$ cat src/rtl/vga_scan_controller.sv
// vga_scan_controller
//   Raster-scan timing generator and 1 bpp pixel consumer. Stage 0 holds the
//   tick divider and the h/v scan counters and drives the memory address
//   combinationally. Stage 1 registers sync, blanking, colour and frame_start
//   one pixel tick later, so all display-side outputs stay mutually aligned.
//   Optional build macro: VGA_BORDER_EN draws a 1-pixel FG_COLOUR frame
//   around the visible area, whatever the pixel bit is.
module vga_scan_controller #(
   parameter int          CLK_DIV   = 2,
   parameter int          H_ACTIVE  = 640,
   parameter int          H_FP      = 16,
   parameter int          H_SYNC    = 96,
   parameter int          H_BP      = 48,
   parameter int          V_ACTIVE  = 480,
   parameter int          V_FP      = 10,
   parameter int          V_SYNC    = 2,
   parameter int          V_BP      = 33,
   parameter logic [11:0] FG_COLOUR = 12'hFFF,
   parameter logic [11:0] BG_COLOUR = 12'h000
) (
   input  logic        HCLK,
   input  logic        HRESET,
   input  logic        enable,
   input  logic        pixel,
   output logic [9:0]  pixel_x,
   output logic [8:0]  pixel_y,
   output logic        hsync_n,
   output logic        vsync_n,
   output logic        video_on,
   output logic [11:0] rgb,
   output logic        frame_start
);

   localparam int H_TOTAL = H_ACTIVE + H_FP + H_SYNC + H_BP;
   localparam int V_TOTAL = V_ACTIVE + V_FP + V_SYNC + V_BP;
   // A one-bit divider still works for CLK_DIV=1: it never leaves 0.
   localparam int DIV_W   = (CLK_DIV > 1) ? $clog2(CLK_DIV) : 1;

   localparam logic [DIV_W-1:0] DIV_LAST = DIV_W'(CLK_DIV - 1);
   localparam logic [DIV_W-1:0] DIV_ONE  = DIV_W'(1);
   localparam logic [9:0] H_LAST   = 10'(H_TOTAL - 1);
   localparam logic [9:0] V_LAST   = 10'(V_TOTAL - 1);
   localparam logic [9:0] H_ACT    = 10'(H_ACTIVE);
   localparam logic [9:0] V_ACT    = 10'(V_ACTIVE);
   localparam logic [9:0] HS_START = 10'(H_ACTIVE + H_FP);
   localparam logic [9:0] HS_END   = 10'(H_ACTIVE + H_FP + H_SYNC);
   localparam logic [9:0] VS_START = 10'(V_ACTIVE + V_FP);
   localparam logic [9:0] VS_END   = 10'(V_ACTIVE + V_FP + V_SYNC);

   // Stage 0: divider and scan counters
   logic [DIV_W-1:0] div_q, div_d;
   logic [9:0]       h_q, h_d;
   logic [9:0]       v_q, v_d;
   logic             tick;
   logic             active0;

   // Stage 1: registered display outputs
   logic             hsync_n_q, hsync_n_d;
   logic             vsync_n_q, vsync_n_d;
   logic             video_on_q;
   logic [11:0]      rgb_q, rgb_d;
   logic             frame_start_q, frame_start_d;
   logic             paint_fg;

   assign tick    = (div_q == DIV_LAST);
   assign active0 = (h_q < H_ACT) && (v_q < V_ACT);

   // Memory address: follows the scan in the visible area, parked at 0 in blanking
   always_comb begin
      pixel_x = 10'd0;
      pixel_y = 9'd0;
      if (active0) begin
         pixel_x = h_q;
         pixel_y = v_q[8:0];
      end
   end

   // Next counter values: divider wraps on tick, h advances on tick, v on line end
   always_comb begin
      div_d = div_q + DIV_ONE;
      h_d   = h_q;
      v_d   = v_q;
      if (tick) begin
         div_d = '0;
         if (h_q == H_LAST) begin
            h_d = 10'd0;
            v_d = (v_q == V_LAST) ? 10'd0 : v_q + 10'd1;
         end else begin
            h_d = h_q + 10'd1;
         end
      end
      if (!enable) begin
         div_d = '0;
         h_d   = 10'd0;
         v_d   = 10'd0;
      end
   end

   // Decide whether the sampled position is painted in the foreground colour
`ifdef VGA_BORDER_EN
   always_comb begin
      paint_fg = pixel || (h_q == 10'd0) || (h_q == H_ACT - 10'd1) ||
                 (v_q == 10'd0) || (v_q == V_ACT - 10'd1);
   end
`else
   always_comb begin
      paint_fg = pixel;
   end
`endif

   // Next stage-1 values derived from the stage-0 position being sampled
   always_comb begin
      hsync_n_d     = !((h_q >= HS_START) && (h_q < HS_END));
      vsync_n_d     = !((v_q >= VS_START) && (v_q < VS_END));
      rgb_d         = active0 ? (paint_fg ? FG_COLOUR : BG_COLOUR) : 12'h000;
      frame_start_d = enable && tick && (h_q == 10'd0) && (v_q == 10'd0);
   end

   // All state: async reset, synchronous clear on enable low, stage 1 loads on tick
   always_ff @(posedge HCLK or posedge HRESET) begin
      if (HRESET) begin
         div_q         <= '0;
         h_q           <= 10'd0;
         v_q           <= 10'd0;
         hsync_n_q     <= 1'b1;
         vsync_n_q     <= 1'b1;
         video_on_q    <= 1'b0;
         rgb_q         <= 12'h000;
         frame_start_q <= 1'b0;
      end else begin
         div_q         <= div_d;
         h_q           <= h_d;
         v_q           <= v_d;
         frame_start_q <= frame_start_d;
         if (!enable) begin
            hsync_n_q  <= 1'b1;
            vsync_n_q  <= 1'b1;
            video_on_q <= 1'b0;
            rgb_q      <= 12'h000;
         end else if (tick) begin
            hsync_n_q  <= hsync_n_d;
            vsync_n_q  <= vsync_n_d;
            video_on_q <= active0;
            rgb_q      <= rgb_d;
         end
      end
   end

   assign hsync_n     = hsync_n_q;
   assign vsync_n     = vsync_n_q;
   assign video_on    = video_on_q;
   assign rgb         = rgb_q;
   assign frame_start = frame_start_q;

endmodule

$ cat config.mk
export PLATFORM = sky130hd
export DESIGN_NAME = vga_scan_controller
export DESIGN_NICKNAME = d
export VERILOG_FILES = /design/src/rtl/vga_scan_controller.sv
export SDC_FILE = /design/constraint.sdc
export NUM_CORES = 1
export LEC_CHECK = 0
export BUFFER_PORTS_ARGS = -buffer_cell sky130_fd_sc_hd__buf_4
export CORE_ASPECT_RATIO = 1.5
export CORE_MARGIN = 2
export CORE_UTILIZATION = 55
export DETAILED_ROUTE_END_ITERATION = 10
export PLACE_DENSITY_LB_ADDON = 0.1
export SLEW_MARGIN = 10
export SYNTH_ARGS = -nofsm -noshare
export SYNTH_HDL_FRONTEND = slang
export SYNTH_SLANG_ARGS = --single-unit
$ cat constraint.sdc
create_clock -name HCLK -period 3.5 [get_ports HCLK]
set_clock_uncertainty 0.2 [all_clocks]
set_input_delay 0.7 -clock HCLK [delete_from_list [all_inputs] [get_ports HCLK]]
set_output_delay 0.7 -clock HCLK [all_outputs]
set_load 0.01 [all_outputs]
After elaboration in Yosys (flattened, before gate mapping) --
Index checks and enable logic that the tools add are counted. W data, S select, Z words.
Storage, ports and cells: flip-flop bits (word level) 37, memories kept 0, input bits 4, bits in read-only memories 0, bits in writable memories 0, output and inout port bits 35, bits in latches 0
Operators by class: eq/ne operators 4, multipliers 0, $add $sub $neg 3, mux-type cells 21, divide/modulo/power cells 0, shift operators 0, reductions and logical operators 11, order comparisons 6, bitwise logic cells 0
Operators by type and width (count):
- $mux W10 | 8
- $mux W12 | 4
- $add A10 B1 Y10 const B | 2
- $eq A10 B10 Y1 const B | 2
- $logic_not A10 Y1 | 2
- $lt A10 B10 Y1 const B | 2
- $lt A10 B9 Y1 const B | 2
- $ge A10 B10 Y1 const B | 1
- $ge A10 B9 Y1 const B | 1
- $mux W9 | 1
- $mux W1 | 8
- $logic_and A1 B1 Y1 | 6
- $ne A2 B1 Y1 const B | 2
- $logic_not A1 Y1 | 2
- $reduce_and A2 Y1 | 1
- $add A1 B1 Y1 const B | 1

Longest topological paths before layout --
Gate-level depths: netlist of run 1.
word-level depth 5, gate-level depth with buffers 7, gate-level depth less buffers 6

Worst setup path before layout of run 1 --
OpenSTA, ideal clock, no wires.
path kind reg-to-output, from reg h_q[8], to out pixel_x[0], slack 1.459 ns, stages on the path, launching flop included 5, path buffers 1, arrival 1.141 ns, cells stage by stage dfrtp_1 > o21ai_0 > and3b_1 > clkbuf_1 > and2_1
Between the ends: longest elaborated chain between the ends 3
Ends and longest elaborated chain:
- from (decl) | RTL line 52 | logic [9:0] h_q, h_d;
- from (signal assigned) | RTL line 123 | h_q <= 10'd0;
- from (signal assigned) | RTL line 132 | h_q <= h_d;
- $lt A10 B10 Y1 | RTL line 66 | assign active0 = (h_q < H_ACT) && (v_q < V_ACT);
- $logic_and A1 B1 Y1 | RTL line 66
- $mux W10 | RTL line 72 | if (active0) begin
- to (decl) | RTL line 25 | output logic [9:0] pixel_x,
Every way passes these cells.

Final worst setup path of run 1 --
from reg h_q[8], to out pixel_x[4]
The elaborated chain is that of the path after synthesis.

==> run_results.csv, run 1 <==
group,metric,value,unit
run_status,status,"completed",
detailed_routing,postRouteAntennaNets,0,
global_routing,antenna_found_initial,0,
logic_synthesis,synthMuxAreaShare,1.83,%
logic_synthesis,synth_compound_area_share,11.5,%
floorplan,core,2940,um2
logic_synthesis,synth_top_family_by_area,"simple AND/OR/NAND/NOR gates",
logic_synthesis,synth_top_cells_by_count,"dfrtp_1, and2_1, buf_4",
global_routing,overflow,0,
logic_synthesis,ys_seq_area_share,38.2,%
placed_design,io_buffers,38,
detailed_routing,drt_iter0_markers,51,
clock_network,path_clk_slew,90,ps
sta,max_freq,354,MHz
floorplan,die_y,72.3,um
detailed_routing,wl_per_cell,15.5,um
global_routing,busiest_layer,"met2",
floorplan,ios,39,
worst_setup_path,cp.required,2600,ps
final_layout,drive_above_1_share,28.8,%
logic_synthesis,yosys.area.top_type,"dfrtp_1",
detailed_routing,drc_errors,0,
clock_network,clk_latency,280,ps
global_routing,grt_usage,22.4,%
global_routing,use_met1,24.8,%
clock_network,cts_setup_buffers,0,
sta,slew-limit-headroom,33.8,%
detailed_routing,wl,3830,um
floorplan,die-area,3580,um2
worst_setup_path,end_kind,"output pin",
logic_synthesis,synth_top_cell_area_share,35.2,%
sta,worst_pin_slew,992,ps
power_and_ir_drop,power.total,0.000636,W
clock_network,cts_tree,"built",
detailed_routing,dr.pass1.iters,4,
clock_network,clockRootBuffer,"clkbuf_8",
hold_path,min_path_type,"flop to flop",
sta,final_max_slew_viol_count,0,
clock_network,cts_buffer_depth,2,
final_layout,final_util,66.8,%
final_layout,antenna_cells,0,
logic_synthesis,yosysUniqueCellTypes,46,
sta,setup-tns-final,0,ps
global_routing,grt_first_pass_wirelength,6220,um
final_layout,syn2layout_area_growth,15.2,%
clock_network,ctsHoldBuffers,0,
power_and_ir_drop,power.leakage,0.893,nW
sta,setup_violations,0,
logic_synthesis,syn_area,1710,um2
worst_setup_path,path_max_fanout,21,
logic_synthesis,synth_xor_area_share,3.08,%
detailed_routing,viasPerCell,5.71,
clock_network,cts_resized,0,
global_routing,grt_pass1_vias,1389,
logic_synthesis,synthAdderAreaFrac,2.93,%
power_and_ir_drop,peakVddDrop,267,uV
flow_run,maxCapViolations,0,
sta,fin_crit,2830,ps
logic_synthesis,ys_seq_elements,26,
global_routing,grtUsageMet3,1.85,%
detailed_routing,num_vias,1410,
logic_synthesis,ys.warnings.count,0,
logic_synthesis,yosys.area_share.simple,31.6,%
sta,hold_viol,0,
sta,rsz0062_at_grt,"no",
power_and_ir_drop,p_per_area,324,nW/um2
worst_setup_path,criticalPathCategory,"flop to output pin",
logic_synthesis,synthArstFlopShare,100,%
clock_network,h-tree-depth,1,
worst_setup_path,crit_path_start_kind,"flop",
logic_synthesis,synthesis.nets,195,
floorplan,initial_core_util,58.0,%
final_layout,final_cell_count_no_fill,247,
logic_synthesis,synth-edff-count,0,
worst_setup_path,cp_data_arrival_time,1930,ps
logic_synthesis,avgSynthCellArea,9.13,um2
placed_design,place.gp.congestion,0.859,
floorplan,num_rows,24,
logic_synthesis,synth_cells,187,
placed_design,dp_hpwl,2790,um
logic_synthesis,yosys-top-cells-area,"dfrtp_1, and2_1, buf_4",
clock_network,cts.sinks,26,
placed_design,dp.cells,243,
floorplan,die_w,49.5,um
final_layout,nets,217,
sta,fin_crit_sh,80.8,%
logic_synthesis,synthFlopType,"dfrtp_1",
logic_synthesis,yosysMostFrequentCell,"dfrtp_1",
global_routing,grt_max_degree,27,
clock_network,cts_buffers,3,
global_routing,gr-usage-met2,43.4,%
-- final cells by class --
class	count	area, um2
Fill cell	251	976
Multi-Input combinational cell	130	871
Sequential cell	26	653
Timing Repair Buffer	38	285
Tap cell	39	48.8
Clock buffer	3	41.3
Inverter	10	37.5
Clock inverter	1	30.0
-- metal layers --
metal / share of wire (%) / vias up
met3: 2.8 / 5
met1: 40 / 678
met4: 1.6 / 0
met2: 55 / 36
li1: - / 691
met5: 0 / -
-- logic make-up after synthesis --
logic type	count (synthesis)
flip-flops	26
buffers and inverters	31
AO/OA/AOI/OAI	31
AND/OR/NAND/NOR	86
multiplexers	3
XOR/XNOR	6
adder cells (fa/ha/maj)	4
-- metrics by stage --
step	hold WS, ps	area [um2]	setup slack (ps)
final	307	1970	674
after global placement	298	1900	1060
after CTS	310	1970	688
after detailed placement	294	1900	1010
after global routing	395	1970	472
after floorplan	306	1710	1460
-- flip-flops by register name, summed over array words and instances, names as in the netlist --
signal       count
div_q            1
rgb              1
vsync_n          1
video_on         1
frame_start      1
h_q             10
v_q             10
hsync_n          1
-- placed cells by master, fill, tap and decap left out, types with 3 or more instances in the layout --
cell / n
nor3_1: 3
nand2_1: 4
inv_1: 9
ha_1: 4
or3_2: 5
a21oi_1: 11
dfrtp_1: 24
and2_1: 21
nand3_1: 11
or3_1: 4
o21ai_0: 10
clkbuf_8: 3
nor2_1: 9
buf_4: 38
and3_2: 3
xor2_1: 5
nand4_1: 7
-- report_power, final --
group | internal (W) | switching, W
Clock | 0.000153 | 0.000101
Sequential | 0.000306 | 0.00000889
Combinational | 0.0000300 | 0.0000375
-- worst paths after layout --
check,from,to,slack (ps),cells past startpoint
setup / recovery,h_q[8]$_DFFE_PP0N_,pixel_x[4],670,4
hold / removal,vsync_n$_DFFE_PP1N_,vsync_n$_DFFE_PP1N_,310,2
setup reg to reg,h_q[1]$_DFFE_PP0N_,v_q[7]$_DFFE_PP0P_,1270,5
hold reg to reg,vsync_n$_DFFE_PP1N_,vsync_n$_DFFE_PP1N_,310,2
max in group asynchronous,HRESET,v_q[9]$_DFFE_PP0P_,2050,2
min in group asynchronous,HRESET,h_q[5]$_DFFE_PP0N_,450,2
-- critical path, stage by stage (launching register included) --
cell and delay, ps:
dfrtp_1 500, o21ai_0 230, and3b_1 580, and2_2 240, buf_4 110
Power figures use the tool's default switching activity.
==> inputs of run 2 (changes only) <==
CORE_UTILIZATION = 54   (was 55)
clock period = 2.96 ns   (was 3.5 ns; I/O delays follow)
==> run_results.csv, run 2 (synthesis gave the netlist of run 1 again) <==
group,metric,value,unit
run_status,status,"completed",
final_layout,reg_top3,"h_q: 10 flops, v_q: 10 flops",
final_layout,nets,218,
global_routing,grt_usage,22.5,%
floorplan,die-area,3640,um2
final_layout,syn2layout_area_growth,14.7,%
global_routing,grt_first_pass_wirelength,6280,um
power_and_ir_drop,internal_power,0.000517,W
final_layout,final_cell_mix,"buf_4, dfrtp_1, and2_1",
flow_run,maxCapViolations,0,
detailed_routing,postRouteAntennaNets,0,
sta,fin_crit_sh,91.6,%
worst_setup_path,reg2reg_from,"h_q[1]$_DFFE_PP0N_",
worst_setup_path,r2r_slack,730,ps
detailed_routing,num_vias,1455,
worst_setup_path,rr_worst_depth,5,
clock_network,path_clk_slew,90,ps
detailed_routing,viasPerCell,5.84,
clock_network,cts_buffers,3,
clock_network,cts_resized,0,
sta,max_freq,369,MHz
sta,worst_pin_slew,610,ps
power_and_ir_drop,clkPwrFrac,33.3,%
final_layout,multi_input_area,871,um2
floorplan,initial_core_util,55.2,%
sta,rsz0062_at_grt,"no",
floorplan,core,3100,um2
worst_setup_path,path_max_fanout,21,
detailed_routing,drc_errors,0,
worst_setup_path,crit_path_start_kind,"flop",
clock_network,h-tree-depth,1,
clock_network,clk_latency,270,ps
worst_setup_path,end_kind,"output pin",
power_and_ir_drop,peakVddDrop,315,uV
hold_path,min_path_type,"input pin to asynchronous set/reset pin",
sta,setup_violations,0,
power_and_ir_drop,switchingPower,0.000164,W
sta,slew-limit-headroom,59.3,%
global_routing,antenna_found_initial,0,
final_layout,fillers,285,
floorplan,die_y,72.9,um
final_layout,final_cell_count_no_fill,249,
floorplan,ios,39,
detailed_routing,wl,3850,um
clock_network,clockRootBuffer,"clkbuf_8",
power_and_ir_drop,power_frac_comb,12.0,%
placed_design,dp_hpwl,2870,um
worst_setup_path,r2r-end,"v_q[9]$_DFFE_PP0P_",
clock_network,cts.sinks,26,
sta,hold_viol,0,
sta,final_max_slew_viol_count,0,
worst_setup_path,cp_data_arrival_time,1920,ps
power_and_ir_drop,p_seq_share,54.7,%
final_layout,antenna_cells,0,
power_and_ir_drop,swShare,24.1,%
placed_design,dp.cells,245,
worst_setup_path,cp.required,2170,ps
global_routing,overflow,0,
detailed_routing,dr.pass1.iters,4,
sta,setup-tns-final,0,ps
final_layout,drive_above_1_share,29.2,%
floorplan,num_rows,25,
placed_design,io_buffers,38,
detailed_routing,drt_iter0_markers,26,
clock_network,ctsHoldBuffers,0,
clock_network,cts_setup_buffers,0,
floorplan,die_w,49.9,um
global_routing,grt_max_degree,27,
final_layout,final_common_cell,"buf_4",
clock_network,cts_buffer_depth,2,
placed_design,place.gp.congestion,0.836,
global_routing,grt_pass1_vias,1397,
power_and_ir_drop,p_per_area,348,nW/um2
power_and_ir_drop,power.leakage,0.890,nW
clock_network,cts_tree,"built",
final_layout,seq_area,653,um2
detailed_routing,wl_per_cell,15.5,um
sta,fin_crit,2710,ps
worst_setup_path,criticalPathCategory,"flop to output pin",
## run 2: metrics by stage
step	utilization (%)	setup slack [ps]	cell area [um2]	power [W]	hold WS (ps)
after global placement	61.5	606	1900	0.000460	298
final	63.3	248	1960	0.000681	176
after floorplan	-	1030	1710	0.000434	306
after global routing	63.3	103	1960	0.000709	226
after CTS	63.3	270	1960	0.000687	188
after detailed placement	61.5	557	1900	0.000462	314
## run 2: per-layer routing
metal / GRT usage (%) / vias up / share of wire [%]
met5: 0 / - / 0
met4: 11.7 / 0 / 2.3
met3: 1.23 / 8 / 3.8
met2: 40.3 / 44 / 56
met1: 26.9 / 712 / 38
li1: - / 691 / -
## run 2: how the worst max path moves through the flow
stage,from,endpoint,slack (ps),cells after the start
3_5_place_dp,h_q[8]$_DFFE_PP0N_,pixel_x[4],560,4
2_1_floorplan,h_q[8]$_DFFE_PP0N_,pixel_x[0],1030,4
5_1_grt,h_q[8]$_DFFE_PP0N_,pixel_x[4],100,4
4_1_cts,h_q[8]$_DFFE_PP0N_,pixel_x[4],270,4
6_report,h_q[8]$_DFFE_PP0N_,pixel_x[4],250,4
3_3_place_gp,h_q[8]$_DFFE_PP0N_,pixel_x[4],610,4
## run 2: power by group through the flow
| stage | registers, W | logic, W | clock network, W |
|---|---|---|---|
| finish | 0.000373 | 0.0000815 | 0.000227 |
| global placement | 0.000379 | 0.0000814 | 0 |
| CTS | 0.000373 | 0.0000826 | 0.000232 |
| floorplan | 0.000376 | 0.0000577 | 0 |
| detailed placement | 0.000380 | 0.0000823 | 0 |
| global route | 0.000374 | 0.0000915 | 0.000244 |
## run 2: critical path: stages, from the launching register on
cell,delay (ps)
dfrtp_1,480
o21ai_0,230
and3b_1,590
and2_2,240
buf_4,110
## run 2: area by class of cell
| type | count | share of cell area, % |
|---|---|---|
| inverter | 10 | 1.92 |
| timing repair buffer | 39 | 14.9 |
| sequential | 26 | 33.3 |
| clock buffer | 4 | 2.81 |
| multi-input combinational | 130 | 44.4 |
| tap | 40 | 2.55 |
